**src/rtl/alu_src2_decode_stage_pkg.sv**
```systemverilog
// Shared definitions for the ALU source-2 decode stage.
//   MATCH_LIST_DEF  : default match list; pattern 0 sits in the low 5 bits.
//   HALT_OPCODE_DEF : opcode that starts the drain/halt sequence.
//   state_t         : control state encoding.
package alu_src2_decode_stage_pkg;

   localparam logic [29:0] MATCH_LIST_DEF =
      {5'b11111, 5'b11110, 5'b11101, 5'b11100, 5'b11010, 5'b11011};

   localparam logic [4:0] HALT_OPCODE_DEF = 5'b00000;

   typedef enum logic [1:0] {
      ST_RUN    = 2'd0,
      ST_DRAIN  = 2'd1,
      ST_HALTED = 2'd2
   } state_t;

endpackage

```
**src/rtl/alu_src2_decode_stage_opcode_match_vec.sv**
```systemverilog
// Combinational compare of one opcode against a packed list of patterns.
//   i_opcode : opcode to test
//   o_any    : 1 when any pattern equals i_opcode
//   o_idx    : lowest matching pattern index, 0 when nothing matches
module opcode_match_vec
   import alu_src2_decode_stage_pkg::*;
#(
   parameter int OPCODE_W  = 5,
   parameter int NUM_MATCH = 6,
   parameter int IDX_W     = (NUM_MATCH > 1) ? $clog2(NUM_MATCH) : 1,
   parameter logic [NUM_MATCH*OPCODE_W-1:0] MATCH_LIST = MATCH_LIST_DEF
) (
   input  logic [OPCODE_W-1:0] i_opcode,
   output logic                o_any,
   output logic [IDX_W-1:0]    o_idx
);

   // Scan from the top down so the lowest matching index is written last.
   always_comb begin
      o_any = 1'b0;
      o_idx = '0;
      for (int i = NUM_MATCH - 1; i >= 0; i--) begin
         if (i_opcode == MATCH_LIST[i*OPCODE_W +: OPCODE_W]) begin
            o_any = 1'b1;
            o_idx = IDX_W'(i);
         end
      end
   end

endmodule

```
**src/rtl/alu_src2_decode_stage.sv**
```systemverilog
// Registered ALU source-2 decode stage, valid/ready elastic, 1 or 2 deep.
//   i_clk, i_rst            : clock, async active-high reset
//   i_in_valid/o_in_ready   : upstream handshake, i_in_opcode payload
//   i_flush                 : drop every in-flight entry
//   i_resume                : leave HALTED
//   o_out_valid/i_out_ready : downstream handshake
//   o_out_opcode, o_out_alu_src2, o_out_match_idx : decoded entry
//   o_halted                : HALTED state flag
//   o_src2_count            : saturating count of alu_src2 output transfers
module alu_src2_decode_stage
   import alu_src2_decode_stage_pkg::*;
#(
   parameter int OPCODE_W   = 5,
   parameter int NUM_MATCH  = 6,
   parameter logic [NUM_MATCH*OPCODE_W-1:0] MATCH_LIST = MATCH_LIST_DEF,
   parameter logic [OPCODE_W-1:0] HALT_OPCODE = HALT_OPCODE_DEF,
   parameter int PIPE_DEPTH = 1,
   parameter int CNT_W      = 16,
   localparam int IDX_W     = (NUM_MATCH > 1) ? $clog2(NUM_MATCH) : 1
) (
   input  logic                i_clk,
   input  logic                i_rst,
   input  logic                i_in_valid,
   output logic                o_in_ready,
   input  logic [OPCODE_W-1:0] i_in_opcode,
   input  logic                i_flush,
   input  logic                i_resume,
   output logic                o_out_valid,
   input  logic                i_out_ready,
   output logic [OPCODE_W-1:0] o_out_opcode,
   output logic                o_out_alu_src2,
   output logic [IDX_W-1:0]    o_out_match_idx,
   output logic                o_halted,
   output logic [CNT_W-1:0]    o_src2_count
);

   localparam int D = PIPE_DEPTH;

   logic                              w_any;
   logic [IDX_W-1:0]                  w_idx;
   logic                              w_acc;
   logic                              w_out_xfer;
   logic [D-1:0]                      w_rdy;

   // Per-stage sources: element 0 is the decoder input, element k is stage k-1.
   logic [D:0]                        w_src_vld;
   logic [D:0]                        w_src_src2;
   logic [D:0][OPCODE_W-1:0]          w_src_op;
   logic [D:0][IDX_W-1:0]             w_src_idx;

   logic [D-1:0]                      r_vld;
   logic [D-1:0]                      r_src2;
   logic [D-1:0][OPCODE_W-1:0]        r_op;
   logic [D-1:0][IDX_W-1:0]           r_idx;
   state_t                            r_state;
   logic                              r_halted;
   logic [CNT_W-1:0]                  r_cnt;

   opcode_match_vec #(
      .OPCODE_W   (OPCODE_W),
      .NUM_MATCH  (NUM_MATCH),
      .IDX_W      (IDX_W),
      .MATCH_LIST (MATCH_LIST)
   ) u_match (
      .i_opcode (i_in_opcode),
      .o_any    (w_any),
      .o_idx    (w_idx)
   );

   // A stage can load when any stage from it to the output is empty, or the
   // output is being taken; unrolled so the ready chain has no self-loop.
   always_comb begin
      for (int k = 0; k < D; k++) begin
         w_rdy[k] = i_out_ready;
         for (int j = k; j < D; j++) begin
            if (!r_vld[j]) w_rdy[k] = 1'b1;
         end
      end
   end

   assign o_in_ready = w_rdy[0] && (r_state == ST_RUN) && !i_flush;
   assign w_acc      = i_in_valid && o_in_ready;
   assign w_out_xfer = r_vld[D-1] && i_out_ready;

   assign w_src_vld  = {r_vld, w_acc};
   assign w_src_src2 = {r_src2, w_any};
   assign w_src_op   = {r_op, i_in_opcode};
   assign w_src_idx  = {r_idx, w_idx};

   always_ff @(posedge i_clk or posedge i_rst) begin
      if (i_rst) begin
         r_vld  <= '0;
         r_src2 <= '0;
         r_op   <= '0;
         r_idx  <= '0;
      end else if (i_flush) begin
         r_vld <= '0;
      end else begin
         for (int k = 0; k < D; k++) begin
            if (w_rdy[k]) begin
               r_vld[k] <= w_src_vld[k];
               // Payload only moves with a valid entry so outputs stay put
               // once the pipe drains.
               if (w_src_vld[k]) begin
                  r_op[k]   <= w_src_op[k];
                  r_src2[k] <= w_src_src2[k];
                  r_idx[k]  <= w_src_idx[k];
               end
            end
         end
      end
   end

   // Only one halt entry can be in flight: accepting it closes the input.
   always_ff @(posedge i_clk or posedge i_rst) begin
      if (i_rst) begin
         r_state  <= ST_RUN;
         r_halted <= 1'b0;
      end else begin
         unique case (r_state)
            ST_RUN: begin
               if (w_acc && (i_in_opcode == HALT_OPCODE)) r_state <= ST_DRAIN;
            end
            ST_DRAIN: begin
               if (i_flush) begin
                  r_state <= ST_RUN;
               end else if (w_out_xfer && (r_op[D-1] == HALT_OPCODE)) begin
                  r_state  <= ST_HALTED;
                  r_halted <= 1'b1;
               end
            end
            ST_HALTED: begin
               if (i_resume) begin
                  r_state  <= ST_RUN;
                  r_halted <= 1'b0;
               end
            end
            default: begin
               r_state  <= ST_RUN;
               r_halted <= 1'b0;
            end
         endcase
      end
   end

   always_ff @(posedge i_clk or posedge i_rst) begin
      if (i_rst)                                          r_cnt <= '0;
      else if (w_out_xfer && r_src2[D-1] && (r_cnt != '1)) r_cnt <= r_cnt + 1'b1;
   end

   assign o_out_valid     = r_vld[D-1];
   assign o_out_opcode    = r_op[D-1];
   assign o_out_alu_src2  = r_src2[D-1];
   assign o_out_match_idx = r_idx[D-1];
   assign o_halted        = r_halted;
   assign o_src2_count    = r_cnt;

endmodule

```
**config.mk**
```make
export PLATFORM = sky130hd
export DESIGN_NAME = alu_src2_decode_stage
export DESIGN_NICKNAME = d
export VERILOG_FILES = /design/src/rtl/alu_src2_decode_stage_pkg.sv /design/src/rtl/alu_src2_decode_stage_opcode_match_vec.sv /design/src/rtl/alu_src2_decode_stage.sv
export SDC_FILE = /design/constraint.sdc
export NUM_CORES = 1
export LEC_CHECK = 0
export BUFFER_PORTS_ARGS = -buffer_cell sky130_fd_sc_hd__buf_4
export CAP_MARGIN = 15
export CORE_UTILIZATION = 40
export CTS_CLUSTER_SIZE = 25
export DETAILED_ROUTE_END_ITERATION = 12
export GPL_ROUTABILITY_DRIVEN = 1
export GPL_TIMING_DRIVEN = 0
export HOLD_SLACK_MARGIN = 0.03
export PLACE_DENSITY = 0.66
export SYNTH_ARGS = -nofsm -noshare
export SYNTH_HDL_FRONTEND = slang
export SYNTH_SLANG_ARGS = --single-unit
export TNS_END_PERCENT = 50
```
**constraint.sdc**
```tcl
create_clock -name i_clk -period 1.6 [get_ports i_clk]
set_clock_uncertainty 0.05 [all_clocks]
set_input_delay 0.08 -clock i_clk [delete_from_list [all_inputs] [get_ports i_clk]]
set_output_delay 0.08 -clock i_clk [all_outputs]
set_load 0.01 [all_outputs]
```
==> impl_metrics.json <==
{
  "slew_violations": 0,
  "fin_crit_ns": 1.72,
  "ctsLongestPathBuffers": 2,
  "critPathArrivalTime_ns": 1.89,
  "power.switching_uw": 513,
  "switching_share_pct": 29.2,
  "peakVddDrop_uv": 448,
  "critPathLaunch": "o_src2_count[1]$_DFFE_PP0P_",
  "ant_nets": 0,
  "grt_pass1_wl_microns": 5530,
  "run_status": "finished with violations",
  "dieArea_sq_um": 3900,
  "cap_violations": 0,
  "hold_slack_ns": 0.0498,
  "pwr-share-comb_pct": 27.0,
  "yosys_warnings": 0,
  "grt_pass1_vias": 1228,
  "place.detailed.hpwl_microns": 2260,
  "drive_gt1_share_pct": 44.8,
  "grt_usage_pct": 18.3,
  "yosys.area.top_type_share_pct": 49.6,
  "dp_worst_setup_slack_ns": -0.0895,
  "yosys.cell_count.top_type": "dfrtp_1",
  "critical_path.max_fanout": 4,
  "finalInstanceArea_sq_um": 2120,
  "worstSetupPathType": "reg -> reg",
  "initial_core_util_pct": 42.8,
  "rsz0062_at_grt": "yes",
  "initialDrtViolationCount": 60,
  "power.leakage_nw": 0.992,
  "rows": 21,
  "p_per_area_nw_per_um2": 830,
  "final-hold-violation-count": 0,
  "cts_sinks": 29,
  "hp-start": "i_out_ready",
  "seq_power_share_pct": 48.5,
  "synth.cell_area_sq_um": 1460,
  "grt_antenna_before_repair": 0,
  "clock-root-buffer": "clkbuf_4",
  "htree_levels": 2,
  "syn_nets": 140,
  "worstSetupEndpointType": "flip-flop",
  "syn2layout_area_growth_pct": 44.8,
  "nNetsFinal": 205,
  "placedInstanceArea_sq_um": 1810,
  "die_y_microns": 62.5,
  "async_reset_ff_share_pct": 100,
  "routed_wl_microns": 3550,
  "synthTopCellsByArea": "dfrtp_1, mux2_2, nand2_1, xor2_1, nand4_1",
  "violations": "setup timing",
  "drc": 0,
  "viasPerCell": 5.26,
  "reg2reg_slack_ns": -0.12,
  "finalSetupViolCount": 6,
  "p_total_mw": 1.76,
  "io_pins": 39,
  "port-buffer-count": 38,
  "ys.flop_type": "dfrtp_1",
  "intPower_mw": 1.25,
  "clkTransAtPathRegs_ns": 0.09,
  "worstHoldPathType": "in -> reg",
  "syn_inst": 128,
  "synth_top_cells_by_count": "dfrtp_1, nand2_1, nand4_1",
  "synth_edf_count": 0,
  "ys_types": 38,
  "firstDrtPassIters": 4,
  "diodes": 0,
  "cp.required_ns": 1.77,
  "clock_latency_ns": 0.34,
  "holdPathStages": 3,
  "r2r_cells": 5,
  "die_x_microns": 62.5,
  "numCtsBuffers": 5,
  "ys_ff_latch": 29,
  "fin_crit_sh_pct": 107,
  "grt_max_degree": 30,
  "fmax_ghz": 0.582,
  "tightest_slew_ns": 0.510,
  "slew_headroom_pct": 65.9,
  "syn_area_per_cell_sq_um": 11.4,
  "r2r_start": "o_src2_count[1]$_DFFE_PP0P_",
  "yosys.area.top_type": "dfrtp_1",
  "cts_tree": "done",
  "grt_overflow": 0,
  "routedWlPerCell_microns": 14.8,
  "ys_seq_area_share_pct": 49.6,
  "globalplace.congestion": 0.791,
  "start_kind": "flip-flop",
  "worst_slack_ns": -0.119,
  "vias": 1262,
  "min_to": "o_src2_count[2]$_DFFE_PP0P_",
  "coreArea_sq_um": 3420,
  "clock_power_share_pct": 24.5,
  "r2r-end": "o_src2_count[9]$_DFFE_PP0P_"
}
[per-stage QoR]
step                      util (%)  setup TNS [ns]  std cells
after floorplan                  -               0        128
after global placement        52.9          -0.162        212
after detailed placement      52.9          -0.177        212
after CTS                     58.4         -0.0512        231
after global routing          62.0           -1.02        240
final                         62.0          -0.307        240
[how the worst max path moves through the flow]
| stage | to | slack [ns] |
|---|---|---|
| after global routing | o_src2_count[7]$_DFFE_PP0P_ | -0.17 |
| after detailed placement | o_src2_count[1]$_DFFE_PP0P_ | -0.09 |
| after global placement | o_src2_count[1]$_DFFE_PP0P_ | -0.09 |
| final | o_src2_count[9]$_DFFE_PP0P_ | -0.12 |
| after floorplan | o_src2_count[9]$_DFFE_PP0P_ | 0.003 |
| after CTS | o_src2_count[9]$_DFFE_PP0P_ | -0.05 |
[routing by layer]
metal,wire [microns],global-route usage [%],up-vias,share of wire [%]
li1,-,-,594,-
met2,1790,31.4,33,50
met1,1550,20.9,629,44
met3,152,5.84,6,4.3
met5,0,0,-,0
met4,52,7.85,0,1.5
[layout make-up]
cell class | count | area [sq um]
tap | 46 | 57.6
buffer | 1 | 5.00
clock buffer | 6 | 41.3
inverter | 2 | 7.51
sequential | 29 | 728
multi-input combinational | 96 | 786
timing repair buffer | 58 | 483
fill | 281 | 1300
clock inverter | 2 | 10.0
[flip-flops by register name, summed over array words and instances, names as in the netlist]
name / count
o_halted: 1
o_out_match_idx: 3
o_out_alu_src2: 1
r_state: 2
o_src2_count: 16
o_out_opcode: 5
o_out_valid: 1
[cells in the final DEF (no fill, tap or decap), types with 3 or more instances in the layout]
cell           synthesis  final
a21oi_1                3      3
buf_4                  0     47
clkbuf_4               0      5
dfrtp_1               29     27
dlygate4sd3_1          0      8
mux2_2                 6      5
nand2_1               17     17
nand3_1                6      6
nand3_4                1      3
nand4_1                8      8
nor2_1                 7      6
o21ai_0                5      5
xnor2_1                4      4
xor2_1                 6      6
[cells by family after synthesis]
group,count (synthesis),synth area share [%]
AND/OR/NAND/NOR,59,27.4
buffers and inverters,3,0.770
AO/OA/AOI/OAI,15,6.84
flip-flops,29,49.6
XOR/XNOR,10,5.99
adder cells (fa/ha/maj),1,0.855
multiplexers,11,8.55
[worst max-delay path, stage by stage (launching register included)]
cell	delay [ns]
dfrtp_1	0.39
buf_6	0.12
nand4_1	0.21
or3_4	0.46
nor2_4	0.09
mux2_4	0.30
[power groups by stage]
| stage | sequential [mW] | clock [mW] | combinational [mW] |
|---|---|---|---|
| 3_3_place_gp | 0.873 | 0 | 0.281 |
| 4_1_cts | 0.847 | 0.443 | 0.374 |
| 2_1_floorplan | 0.893 | 0 | 0.109 |
| 6_report | 0.854 | 0.430 | 0.474 |
| 5_1_grt | 0.862 | 0.474 | 0.513 |
| 3_5_place_dp | 0.875 | 0 | 0.286 |
[repair_timing]
action                                 in CTS  in global routing
hold buffers                                8                  0
pin swaps                                   4                  6
resized for setup                           8                  8
setup endpoints to repair                   6                  8
buffers inserted                            3                  8
endpoints found under the hold margin      41                  0
Power figures use the tool's default switching activity.
